File: src/rtl/ahb_pkg.sv
// Shared AHB-Lite definitions for the DMA copy engine.
//   dma_state_e   : copy engine FSM states
//   HTRANS_*      : transfer-type encodings used by the master
//   HSIZE_WORD, HBURST_SINGLE, HPROT_DATA : fixed attribute values
//   word_align()  : clears the byte-offset bits of an address
package ahb_pkg;

  typedef enum logic [2:0] {
    ST_IDLE = 3'd0,
    ST_RD_A = 3'd1,
    ST_RD_D = 3'd2,
    ST_WR_A = 3'd3,
    ST_WR_D = 3'd4,
    ST_DONE = 3'd5
  } dma_state_e;

  localparam logic [1:0] HTRANS_IDLE   = 2'b00;
  localparam logic [1:0] HTRANS_NONSEQ = 2'b10;
  localparam logic [2:0] HSIZE_WORD    = 3'b010;
  localparam logic [2:0] HBURST_SINGLE = 3'b000;
  localparam logic [3:0] HPROT_DATA    = 4'b0011;

  function automatic logic [31:0] word_align(input logic [31:0] addr);
    return {addr[31:2], 2'b00};
  endfunction

endpackage

File: src/rtl/ahb_dma_addr_gen.sv
// Address / count bookkeeping for the DMA copy engine.
//   HCLK, HRESETn   : clock, async active-low reset
//   load            : latch src_in/dst_in (word aligned) and len_in
//   step            : one word finished: src/dst += 4, count -= 1
//   src, dst        : current source / destination byte addresses
//   rem_zero_next   : the count reaches zero when the current word steps
module ahb_dma_addr_gen
  import ahb_pkg::*;
#(
  parameter int LEN_W = 16
) (
  input  logic             HCLK,
  input  logic             HRESETn,
  input  logic             load,
  input  logic             step,
  input  logic [31:0]      src_in,
  input  logic [31:0]      dst_in,
  input  logic [LEN_W-1:0] len_in,
  output logic [31:0]      src,
  output logic [31:0]      dst,
  output logic             rem_zero_next
);

  logic [LEN_W-1:0] remaining;

  always_ff @(posedge HCLK or negedge HRESETn) begin
    if (!HRESETn) begin
      src       <= '0;
      dst       <= '0;
      remaining <= '0;
    end else if (load) begin
      src       <= word_align(src_in);
      dst       <= word_align(dst_in);
      remaining <= len_in;
    end else if (step) begin
      // 32-bit adds wrap naturally past 0xFFFFFFFC.
      src       <= src + 32'd4;
      dst       <= dst + 32'd4;
      remaining <= remaining - LEN_W'(1);
    end
  end

  assign rem_zero_next = (remaining == LEN_W'(1));

endmodule

File: src/rtl/ahb_dma_copy.sv
// Single-channel AHB-Lite memory-to-memory word copy engine.
// Each word is a single read (address + data phase) followed by a single
// write; no bursts, no pipelining between transfers.
//   HCLK, HRESETn            : clock, async active-low reset
//   start                    : one-cycle request, accepted only in IDLE
//   src_addr, dst_addr       : byte addresses (low two bits ignored)
//   len_words                : words to copy (0 completes with no bus traffic)
//   busy, done               : in-progress flag, one-cycle completion pulse
//   HADDR..HWDATA            : AHB-Lite master outputs
//   HRDATA, HREADY           : AHB-Lite master inputs
//   irq, irq_clr             : only with AHB_DMA_COPY_IRQ_EN defined; sticky
//                              completion interrupt, irq_clr has priority
// Handshake: an address or data phase completes on a cycle with HREADY=1;
// while HREADY=0 the FSM holds its state, so every bus output stays put.
module ahb_dma_copy
  import ahb_pkg::*;
#(
  parameter int LEN_W = 16
) (
  input  logic             HCLK,
  input  logic             HRESETn,
  input  logic             start,
  input  logic [31:0]      src_addr,
  input  logic [31:0]      dst_addr,
  input  logic [LEN_W-1:0] len_words,
  output logic             busy,
  output logic             done,
  output logic [31:0]      HADDR,
  output logic [1:0]       HTRANS,
  output logic             HWRITE,
  output logic [2:0]       HSIZE,
  output logic [2:0]       HBURST,
  output logic [3:0]       HPROT,
  output logic [31:0]      HWDATA,
  input  logic [31:0]      HRDATA,
  input  logic             HREADY
`ifdef AHB_DMA_COPY_IRQ_EN
  ,
  output logic             irq,
  input  logic             irq_clr
`endif
);

  dma_state_e  state, state_d;
  logic        rst_seen;
  logic        load, step;
  logic [31:0] data_buf;
  logic [31:0] src, dst;
  logic        rem_zero_next;

  ahb_dma_addr_gen #(.LEN_W(LEN_W)) u_addr_gen (
    .HCLK          (HCLK),
    .HRESETn       (HRESETn),
    .load          (load),
    .step          (step),
    .src_in        (src_addr),
    .dst_in        (dst_addr),
    .len_in        (len_words),
    .src           (src),
    .dst           (dst),
    .rem_zero_next (rem_zero_next)
  );

  always_comb begin
    state_d = state;
    load    = 1'b0;
    step    = 1'b0;
    case (state)
      ST_IDLE: begin
        // rst_seen blocks a start on the first edge after reset release.
        if (start && rst_seen) begin
          load    = 1'b1;
          state_d = (len_words == '0) ? ST_DONE : ST_RD_A;
        end
      end
      ST_RD_A: if (HREADY) state_d = ST_RD_D;
      ST_RD_D: if (HREADY) state_d = ST_WR_A;
      ST_WR_A: if (HREADY) state_d = ST_WR_D;
      ST_WR_D: begin
        if (HREADY) begin
          step    = 1'b1;
          state_d = rem_zero_next ? ST_DONE : ST_RD_A;
        end
      end
      ST_DONE: state_d = ST_IDLE;
      default: state_d = ST_IDLE;
    endcase
  end

  always_ff @(posedge HCLK or negedge HRESETn) begin
    if (!HRESETn) begin
      state    <= ST_IDLE;
      rst_seen <= 1'b0;
      data_buf <= '0;
    end else begin
      state    <= state_d;
      rst_seen <= 1'b1;
      if (state == ST_RD_D && HREADY) data_buf <= HRDATA;
    end
  end

  // All bus outputs decode from registered state, so they cannot move
  // during a stall and they clear the instant reset asserts.
  assign HTRANS = (state == ST_RD_A || state == ST_WR_A) ? HTRANS_NONSEQ : HTRANS_IDLE;
  assign HADDR  = (state == ST_WR_A || state == ST_WR_D) ? dst : src;
  assign HWRITE = (state == ST_WR_A);
  assign HWDATA = data_buf;
  assign HSIZE  = HSIZE_WORD;
  assign HBURST = HBURST_SINGLE;
  assign HPROT  = HPROT_DATA;
  assign busy   = (state != ST_IDLE);
  assign done   = (state == ST_DONE);

`ifdef AHB_DMA_COPY_IRQ_EN
  always_ff @(posedge HCLK or negedge HRESETn) begin
    if (!HRESETn)     irq <= 1'b0;
    else if (irq_clr) irq <= 1'b0;
    else if (done)    irq <= 1'b1;
  end
`endif

endmodule
File: config.mk
export PLATFORM = sky130hd
export DESIGN_NAME = ahb_dma_copy
export DESIGN_NICKNAME = d
export VERILOG_FILES = /design/src/rtl/ahb_pkg.sv /design/src/rtl/ahb_dma_addr_gen.sv /design/src/rtl/ahb_dma_copy.sv
export SDC_FILE = /design/constraint.sdc
export NUM_CORES = 1
export LEC_CHECK = 0
export CAP_MARGIN = 20
export CORE_MARGIN = 8
export CORE_UTILIZATION = 60
export DETAILED_ROUTE_END_ITERATION = 10
export DONT_BUFFER_PORTS = 1
export MAX_ROUTING_LAYER = met4
export PLACE_DENSITY = 0.76
export REMOVE_ABC_BUFFERS = 1
export SLEW_MARGIN = 20
export SYNTH_ARGS = -nofsm -noshare
export SYNTH_HDL_FRONTEND = slang
export SYNTH_SLANG_ARGS = --single-unit
File: constraint.sdc
create_clock -name HCLK -period 4.46 [get_ports HCLK]
set_input_delay 0.223 -clock HCLK [delete_from_list [all_inputs] [get_ports HCLK]]
set_output_delay 0.223 -clock HCLK [all_outputs]
set_load 0.02 [all_outputs]
==> reports/qor.txt, run 1 <==
==================================================================================================
Outcome ............................................................................. complete, no violations
Growth of design area from synthesis to finish ......................................        20.4%
Delay of the slowest cell on the worst path .........................................      0.66 ns
Maximum net fanout on the critical path .............................................           33
Slew Limit Fails ....................................................................            0
Crit Path Class .....................................................................   reg -> out
Adder and majority cell fraction of the synthesized area ............................      0.00798
Parity-gate share of the synthesized area counting xor and xnor cells ...............       0.0713
Total Neg Setup Slack ...............................................................         0 ns
Die width ...........................................................................       118 um
Initial DRT Pass Iterations .........................................................            5
Power per Cell Area .................................................................  612 mW/mm^2
Via count ...........................................................................         5229
Asr flop ratio synth ................................................................         1.00
Number of top-level pins ............................................................          195
EDFF count, synth ...................................................................            0
Sum of routed wire length over all layers ...........................................     18100 um
Setup bufs post-CTS .................................................................            0
Number of antenna violations at the first check in global routing ...................            2
Required time reported for the critical path endpoint ...............................      4.24 ns
Layout Skew .........................................................................   0.00940 ns
Top flip-flop cell by instance count after synthesis ................................      dfrtp_1
Compound-Gate Fraction of Synth Area ................................................        0.104
Number of non-filler instances in the completed layout ..............................          865
Arrival time of the worst setup path ................................................      2.53 ns
Total placed cells including tap cells ..............................................          741
Half-perimeter wire length of the detailed placement result .........................     11800 um
Clock tree from TritonCTS ...........................................................        built
Most frequent cell after synthesis ..................................................      dfrtp_1
Setup WS post-layout ................................................................      1.70 ns
Worst supply voltage drop on vdd ....................................................     0.352 mV
Leakage dissipation .................................................................      2.96 nW
Quantity of hold-fixing buffers added after cts .....................................          106
Number of I/O port buffers ..........................................................            0
Vias in the first global route ......................................................         5507
Largest family of logic cells by synthesized area ................................... simple AND/OR/NAND/NOR gates
Area fraction in and, or, nand and nor cells after synthesis ........................        0.209
Clock transition time at the flip-flop clock pins of the worst setup and hold paths .      0.10 ns
Share of post-route cells with drive strength above 1 ...............................        0.121
Final setup vio count ...............................................................            0
Wire length of the first global-routing pass ........................................     29200 um
Pin count of the biggest net entering global routing ................................          113
Gr usage total ......................................................................        0.266
Max-cap violation count .............................................................            0
Cell area after technology mapping .................................................. 0.00627 mm^2
Total number of placement rows ......................................................           37
Kind of capture point of the worst setup path .......................................   output pin
Setup repair after global routing missed its margin .................................           no
Count of buffer and inverter cells on the critical path .............................            1
Mean instance size in the synthesized netlist .......................................    9.83 um^2
Fraction of synthesized area in multiplexers ........................................        0.111
CP cell instances ................................................................... and3b_1 > or2_1 > buf_4 > o21ai_0
Initial Utilization .................................................................        0.613
Area of the die .....................................................................  0.0140 mm^2
CTS root buffer .....................................................................     clkbuf_8
Total number of clock tree sinks ....................................................          112
Total area of multi-input combinational cells ....................................... 0.00323 mm^2
Number of buffers added by the clock tree synthesis step ............................            9
Top cell family by delay on the critical path ....................................... compound AO/OA/AOI/OAI gates
Area leader, netlist ................................................................      dfrtp_1
Filler cells ........................................................................          724
Class of the tightest hold or removal check .........................................    in -> reg
Count of different cell masters after synthesis .....................................           60
Vertical extent of the die ..........................................................       118 um
Area used by sequential logic in the layout ......................................... 0.00280 mm^2
Post-layout minimum cycle time ......................................................      2.76 ns
Proportion of synthesized chip area in sequential cells .............................        0.447
Number of vias per cell .............................................................         6.05
Minimum setup slack among reg-to-reg paths ..........................................      1.82 ns
Post-route clock period utilization .................................................        0.618
Post-DRT Antenna Nets ...............................................................            0
Setup WS pre-CTS ....................................................................      1.91 ns
Routed len/inst .....................................................................      21.0 um
Critical-path top delay cell ........................................................      o21ai_0
Cell types with the highest counts after synthesis .................................. 112 x dfrtp_1, 95 x nand2_1, 47 x mux2_2
Achievable frequency ................................................................      363 MHz
CTS max path bufs ...................................................................            2
Yosys reg bits ......................................................................          112
CORE AREA ...........................................................................  0.0102 mm^2
Headroom to the max-slew limit ......................................................        0.477
H-tree depth ........................................................................            3
Number of design-rule violations left by the first detailed-router iteration ........          469
Worst-margin pin slew ...............................................................     0.776 ns
Synthesis warning total .............................................................            0
Insertion delay to the later sink of the worst-skew pair ............................      0.39 ns
Gate count of the mapped netlist ....................................................          638
Type of element launching the critical path .........................................    flip-flop
Placer Congestion ...................................................................        0.848
Final Hold Vio Count ................................................................            0
Area share of the largest cell type after synthesis .................................        0.447
Number of nets at the end of the flow ...............................................          842
Number of gates given a new drive strength after cts ................................            0
Cell types occupying the most area after synthesis .................................. dfrtp_1 45%, mux2_2 8.4%, nand2_1 5.7%
Overall overflow remaining after global route .......................................            0
DRC violation count after routing ...................................................            0
==================================================================================================
[cells by family after synthesis]
logic type | Yosys count
flip-flops | 112
adder cells (fa/ha/maj) | 4
XOR/XNOR | 51
multiplexers | 62
other | 2
buffers and inverters | 61
AND/OR/NAND/NOR | 239
AO/OA/AOI/OAI | 107
[report_power, final]
part	internal [mW]	switching [mW]	total, mW
clock network	0.220	0.363	0.582
logic	0.782	1.01	1.80
registers	1.49	0.748	2.24
total	2.49	2.12	4.62
[cell type report]
class | instances | share of cell area
Multi-Input combinational cell | 477 | 0.428
Sequential cell | 112 | 0.371
Timing Repair Buffer | 111 | 0.148
Tap cell | 136 | 0.0226
Clock buffer | 10 | 0.0182
Clock inverter | 6 | 0.00597
Inverter | 11 | 0.00547
Antenna cell | 2 | 0.000663
[sequential cells by signal (all words and copies together), names as in the netlist]
name                  cells
u_addr_gen.src           30
HWDATA                   32
rst_seen                  1
state                     3
u_addr_gen.dst           30
u_addr_gen.remaining     16
[worst paths after layout]
check                                        start                        to  cells after the start
max in group asynchronous                  HRESETn        u_addr_gen.src[20]                      2
max reg2reg                               state[2]        u_addr_gen.dst[30]                      6
min in group asynchronous                  HRESETn  u_addr_gen.remaining[13]                      2
min                                    src_addr[2]         u_addr_gen.src[2]                      1
min reg2reg                u_addr_gen.remaining[3]   u_addr_gen.remaining[3]                      1
max                                       state[2]                  HADDR[8]                      4
[layout by cell type, fill, tap and decap left out, types with 12 or more instances in the layout]
cell type,n
xor2_1,16
dfrtp_1,112
o21ai_1,33
conb_1,14
o21ai_0,32
nand2_1,95
mux2_1,12
mux2_2,47
and3_1,12
nor2_1,21
nand3_1,23
xnor2_1,35
dlygate4sd3_1,105
nor4_1,20
[through the flow]
step,power (mW),util,hold WS (ns),instance area [um^2]
6_report,4.62,0.737,0.0326,7540
5_1_grt,4.88,0.737,0.0155,7540
4_1_cts,4.59,0.737,0.00902,7540
3_5_place_dp,3.91,0.614,-0.0698,6280
3_3_place_gp,3.81,0.614,-0.0686,6280
2_1_floorplan,3.47,-,-0.0726,6050
[routing by layer]
layer / up-vias / global-route usage / share of wire
met5: - / - / 0
met4: 0 / 0.0745 / 0.014
met3: 24 / 0.0871 / 0.085
met2: 239 / 0.441 / 0.50
met1: 2537 / 0.304 / 0.40
li1: 2429 / - / -
Power figures use the tool's default switching activity.
==> run 2: changes to the inputs <==
Clock period 4.46 ns to 2.6 ns, I/O delays scaled along.
==> reports/qor.txt, run 2 (same netlist as run 1, synthesis figures left out) <==
==================================================================================================
Outcome ............................................................................. complete, but fails checks
Violated checks .....................................................................  hold timing
Number of top-level pins ............................................................          195
Number of buffers added by the clock tree synthesis step ............................            9
Hold Slack ..........................................................................    -0.582 ns
H-tree depth ........................................................................            3
Type of element launching the critical path .........................................    flip-flop
DRC violation count after routing ...................................................            0
Growth of design area from synthesis to finish ......................................        23.0%
Gr usage total ......................................................................        0.265
Routed len/inst .....................................................................      20.4 um
Quantity of hold-fixing buffers added after cts .....................................          109
Via count ...........................................................................         5270
Kind of capture point of the worst setup path .......................................   output pin
Critical-path top delay cell ........................................................       mux2_1
Vertical extent of the die ..........................................................       118 um
Max-cap violation count .............................................................            0
Number of non-filler instances in the completed layout ..............................          880
Layout Skew .........................................................................    0.0133 ns
Depth of the most critical reg-to-reg path ..........................................            6
Half-perimeter wire length of the detailed placement result .........................     12000 um
Headroom to the max-slew limit ......................................................        0.627
Arrival time of the worst setup path ................................................      2.29 ns
FF-to-FF End ........................................................................ u_addr_gen.remaining[13]
Worst supply voltage drop on vdd ....................................................     0.761 mV
Clock tree from TritonCTS ...........................................................        built
Total number of clock tree sinks ....................................................          112
Final Hold Vio Count ................................................................          112
Sum of routed wire length over all layers ...........................................     18000 um
Die width ...........................................................................       118 um
Placer Congestion ...................................................................        0.892
Number of antenna violations at the first check in global routing ...................            1
Wire length of the first global-routing pass ........................................     29100 um
Post-layout minimum cycle time ......................................................      2.42 ns
Maximum net fanout on the critical path .............................................           33
Crit Path Class .....................................................................   reg -> out
Post-DRT Antenna Nets ...............................................................            0
Initial Utilization .................................................................        0.613
Placed cell area .................................................................... 0.00641 mm^2
Area of the die .....................................................................  0.0140 mm^2
Required time reported for the critical path endpoint ...............................      2.47 ns
Leakage dissipation .................................................................      3.05 nW
Post-route clock period utilization .................................................        0.932
Overall overflow remaining after global route .......................................            0
Number of vias per cell .............................................................         5.99
Worst-margin pin slew ...............................................................     0.556 ns
Layout Cell Area excl Fill .......................................................... 0.00771 mm^2
Total number of placement rows ......................................................           37
Setup bufs post-CTS .................................................................            0
Commonest non-fill, non-tap cells in the layout ..................................... 112 x dfrtp_1, 109 x dlygate4sd3_1, 95 x nand2_1, 47 x mux2_2, 35 x xnor2_1
Pin count of the biggest net entering global routing ................................          113
Share of post-route cells with drive strength above 1 ...............................        0.135
Number of I/O port buffers ..........................................................            0
Start of the worst register-to-register path ........................................     state[1]
CTS root buffer .....................................................................     clkbuf_8
Vias in the first global route ......................................................         5391
Number of gates given a new drive strength after cts ................................            0
CTS max path bufs ...................................................................            2
Clock transition time at the flip-flop clock pins of the worst setup and hold paths .      0.11 ns
Setup repair after global routing missed its margin .................................           no
CP cell instances ................................................................... buf_4 > and3b_1 > or2_1 > buf_12 > mux2_1
Number of flip-flops under the largest register name ................................           32
Most common library cell in the layout ignoring fill and taps .......................      dfrtp_1
Number of design-rule violations left by the first detailed-router iteration ........          443
Insertion delay to the later sink of the worst-skew pair ............................      0.40 ns
Total placed cells including tap cells ..............................................          754
Final setup vio count ...............................................................            0
Delay of the slowest cell on the worst path .........................................      0.48 ns
Minimum setup slack among reg-to-reg paths ..........................................      0.36 ns
Number of nets at the end of the flow ...............................................          858
Achievable frequency ................................................................      413 MHz
Initial DRT Pass Iterations .........................................................            5
Slew Limit Fails ....................................................................            0
Class of the tightest hold or removal check .........................................  in -> async
Power per Cell Area ................................................................. 1050 mW/mm^2
CORE AREA ...........................................................................  0.0102 mm^2
==================================================================================================
-- run 2: where the power goes --
| group | leakage (nW) | switching (mW) | internal (mW) |
|---|---|---|---|
| logic | 1.58 | 1.77 | 1.44 |
| registers | 1.37 | 1.24 | 2.56 |
| clock network | 0.0960 | 0.636 | 0.454 |
-- run 2: critical path, delay by kind of cell, from the launching register on --
| family | cells | cell delay [ns] |
|---|---|---|
| buffers and inverters | 2 | 0.41 |
| multiplexers | 1 | 0.48 |
| AND/OR/NAND/NOR | 2 | 0.57 |
| flip-flops | 1 | 0.43 |
-- run 2: metal layers --
layer	wire length, um	global-route usage
met1	7320	0.313
met2	8850	0.425
met3	1490	0.0847
met4	306	0.0761
met5	0	-
-- run 2: layout make-up --
| class | instances | area (um^2) |
|---|---|---|
| multi-input cells | 477 | 3230 |
| flip-flops and latches | 112 | 2800 |
| fillers | 694 | 2520 |
| repair buffers | 127 | 1260 |
| well taps | 136 | 170 |
| clock buffers | 9 | 124 |
| clock inverters | 7 | 80.1 |
| inverters | 11 | 41.3 |
| diodes | 1 | 2.50 |
-- run 2: worst max path at each step --
stage | start | end | slack (ns) | cells after the start
after CTS | state[2] | HADDR[6] | 0.15 | 5
after global placement | state[1] | u_addr_gen.dst[31] | 0.47 | 6
after detailed placement | state[1] | u_addr_gen.remaining[13] | 0.41 | 6
final | state[2] | HADDR[5] | 0.18 | 5
after global routing | state[2] | HADDR[5] | 0.06 | 5
after floorplan | state[2] | HWDATA[0] | -1.65 | 2
-- run 2: stage by stage --
| stage | TNS (ns) | utilization | setup slack, ns | power [mW] |
|---|---|---|---|---|
| 2_1_floorplan | -99.45 | - | -1.65 | 5.95 |
| 6_report | 0 | 0.754 | 0.178 | 8.10 |
| 3_5_place_dp | 0 | 0.627 | 0.407 | 6.83 |
| 4_1_cts | 0 | 0.753 | 0.154 | 8.06 |
| 3_3_place_gp | 0 | 0.627 | 0.470 | 6.67 |
| 5_1_grt | 0 | 0.754 | 0.0623 | 8.58 |
==> run 3: changes to the inputs <==
Settings changed: SYNTH_HIERARCHICAL set to 1.
==> reports/qor.txt, run 3 <==
==================================================================================================
Core utilization of the finished layout .............................................        0.740
H-tree depth ........................................................................            3
Vias in the first global route ......................................................         5903
Type of element launching the critical path .........................................    flip-flop
Max-cap violation count .............................................................            0
CTS max path bufs ...................................................................            2
Die width ...........................................................................       121 um
Count of different cell masters after synthesis .....................................           53
Half-perimeter wire length of the detailed placement result .........................     12000 um
Cell types occupying the most area after synthesis .................................. dfrtp_1 43%, mux2_2 11%, nand2_1 4.8%
Number of flip-flops under the largest register name ................................           32
Largest family of logic cells by synthesized area ................................... simple AND/OR/NAND/NOR gates
Area of the die .....................................................................  0.0145 mm^2
Adder and majority cell fraction of the synthesized area ............................      0.00763
Total Neg Setup Slack ...............................................................         0 ns
Initial DRT Pass Iterations .........................................................            5
Number of buffers added by the clock tree synthesis step ............................            9
Slew Limit Fails ....................................................................            0
Clock tree from TritonCTS ...........................................................        built
Final setup vio count ...............................................................            0
Sum of routed wire length over all layers ...........................................     18900 um
Post-layout minimum cycle time ......................................................      2.27 ns
Psw .................................................................................      3.89 mW
Most common library cell in the layout ignoring fill and taps .......................      dfrtp_1
Worst supply voltage drop on vdd ....................................................     0.624 mV
Vertical extent of the die ..........................................................       121 um
Power per Cell Area ................................................................. 1050 mW/mm^2
Number of nets at the end of the flow ...............................................          908
Antenna Diode Count .................................................................            0
Layout Cell Area excl Fill .......................................................... 0.00795 mm^2
Maximum net fanout on the critical path .............................................           32
Number of design-rule violations left by the first detailed-router iteration ........          720
CTS root buffer .....................................................................     clkbuf_8
Via count ...........................................................................         5792
Filler cells ........................................................................          730
Pin count of the biggest net entering global routing ................................          113
Clock transition time at the flip-flop clock pins of the worst setup and hold paths .      0.11 ns
Hold Slack ..........................................................................    -0.571 ns
Area share of the largest cell type after synthesis .................................        0.427
Switching part of the total .........................................................        0.465
Top flip-flop cell by instance count after synthesis ................................      dfrtp_1
Compound-Gate Fraction of Synth Area ................................................        0.109
Insertion delay to the later sink of the worst-skew pair ............................      0.38 ns
Crit Path Class .....................................................................   reg -> out
Number of non-filler instances in the completed layout ..............................          933
Gr usage total ......................................................................        0.266
Post-route clock period utilization .................................................        0.873
Required time reported for the critical path endpoint ...............................      2.47 ns
Asr flop ratio synth ................................................................         1.00
Setup bufs post-CTS .................................................................            0
Number of antenna violations at the first check in global routing ...................            0
Wire length of the first global-routing pass ........................................     30300 um
Number of top-level pins ............................................................          195
Class of the tightest hold or removal check .........................................  in -> async
Arrival time of the worst setup path ................................................      2.14 ns
Total placed cells including tap cells ..............................................          808
EDFF count, synth ...................................................................            0
Gate count of the mapped netlist ....................................................          692
Area fraction in and, or, nand and nor cells after synthesis ........................        0.233
Achievable frequency ................................................................      440 MHz
Kind of capture point of the worst setup path .......................................   output pin
Headroom to the max-slew limit ......................................................        0.510
Outcome ............................................................................. complete, but fails checks
Violated checks .....................................................................  hold timing
CORE AREA ...........................................................................  0.0107 mm^2
Total number of clock tree sinks ....................................................          112
Overall overflow remaining after global route .......................................            0
Routed len/inst .....................................................................      20.2 um
Initial Utilization .................................................................        0.610
Proportion of synthesized chip area in sequential cells .............................        0.427
Share of post-route cells with drive strength above 1 ...............................        0.142
Growth of design area from synthesis to finish ......................................        21.3%
Total number of placement rows ......................................................           38
Post-DRT Antenna Nets ...............................................................            0
Cell types with the highest counts after synthesis .................................. 112 x dfrtp_1, 84 x nand2_1, 63 x mux2_2
Mean instance size in the synthesized netlist .......................................    9.48 um^2
Layout Skew .........................................................................    0.0153 ns
P_int ...............................................................................      4.49 mW
Placer Congestion ...................................................................        0.911
Fraction of synthesized area in multiplexers ........................................        0.113
Number of I/O port buffers ..........................................................            0
Cell area after technology mapping .................................................. 0.00656 mm^2
Commonest non-fill, non-tap cells in the layout ..................................... 112 x dfrtp_1, 109 x dlygate4sd3_1, 84 x nand2_1, 63 x mux2_2, 45 x nor2_1
Setup repair after global routing missed its margin .................................           no
Placed cell area .................................................................... 0.00666 mm^2
Synthesis warning total .............................................................            6
Part of the power in registers ......................................................        0.465
Combinational Power Share ...........................................................        0.411
Proportion of power drawn by the clock network ......................................        0.125
Quantity of hold-fixing buffers added after cts .....................................          109
Most frequent cell after synthesis ..................................................      dfrtp_1
Yosys reg bits ......................................................................          112
Worst-margin pin slew ...............................................................     0.734 ns
Final Hold Vio Count ................................................................          112
Number of gates given a new drive strength after cts ................................            0
Parity-gate share of the synthesized area counting xor and xnor cells ...............       0.0494
Area leader, netlist ................................................................      dfrtp_1
Number of vias per cell .............................................................         6.21
DRC violation count after routing ...................................................            0
Leakage dissipation .................................................................      3.04 nW
==================================================================================================
run 3: changes by cell type after synthesis, sizes merged, moves of 15 or more:
| cell | change |
|---|---|
| or4 | +23 |
| nor2 | +25 |
| xnor2 | -15 |
| nand4 | +17 |
| o31ai | +23 |
| a31oi | +21 |
| o21ai | -21 |
run 3: layer usage:
| metal | vias up | part of all wire | track usage |
|---|---|---|---|
| met2 | 270 | 0.51 | 0.427 |
| met3 | 46 | 0.075 | 0.0545 |
| li1 | 2676 | - | - |
| met1 | 2800 | 0.40 | 0.327 |
| met5 | - | 0 | - |
| met4 | 0 | 0.023 | 0.0952 |
run 3: critical path: stages, from the launching register on:
cell and delay, ns:
dfrtp_1 0.40, buf_4 0.17, nor2b_4 0.17, a21oi_4 0.14, buf_4 0.41, mux2_1 0.48
run 3: layout make-up:
| class | instances | area, um^2 | share of cell area |
|---|---|---|---|
| Sequential cell | 112 | 2800 | 0.352 |
| Inverter | 17 | 63.8 | 0.00802 |
| Clock inverter | 5 | 51.3 | 0.00645 |
| Timing Repair Buffer | 128 | 1270 | 0.160 |
| Clock buffer | 11 | 151 | 0.0190 |
| Tap cell | 140 | 175 | 0.0220 |
| Multi-Input combinational cell | 520 | 3440 | 0.432 |
run 3: worst paths after layout:
check | startpoint | to | slack, ns | cells past startpoint
max | state[0] | HADDR[6] | 0.33 | 5
min reg2reg | u_addr_gen/remaining[15] | u_addr_gen/remaining[15] | 0.59 | 2
min in group HCLK | start | state[2] | 0.02 | 2
max reg2reg | state[0] | u_addr_gen/src[31] | 0.34 | 6
min | HRESETn | HWDATA[0] | -0.57 | 0
max in group asynchronous | HRESETn | u_addr_gen/src[3] | 2.98 | 0
run 3: cell families (layout without fill, tap and decap cells):
logic type	count (synthesis)	in the layout
buf+inv	73	161
simple gates	285	285
flops	112	112
fa+ha+maj	4	4
other cells	3	16
compound gates	112	112
mux	66	66
xor+xnor	37	37
run 3: through the flow:
stage | worst slack, ns | power (mW)
6_report | 0.329 | 8.38
5_1_grt | 0.202 | 8.92
4_1_cts | 0.300 | 8.28
3_5_place_dp | 0.375 | 7.10
3_3_place_gp | 0.393 | 6.92
2_1_floorplan | -4.06 | 6.22
run 3: power groups by stage:
stage | Combinational, mW | Clock, mW | Sequential [mW]
after CTS | 3.37 | 1.06 | 3.85
after floorplan | 2.61 | 0 | 3.61
after global routing | 3.74 | 1.14 | 4.04
after global placement | 3.10 | 0 | 3.82
final | 3.44 | 1.04 | 3.89
after detailed placement | 3.21 | 0 | 3.88
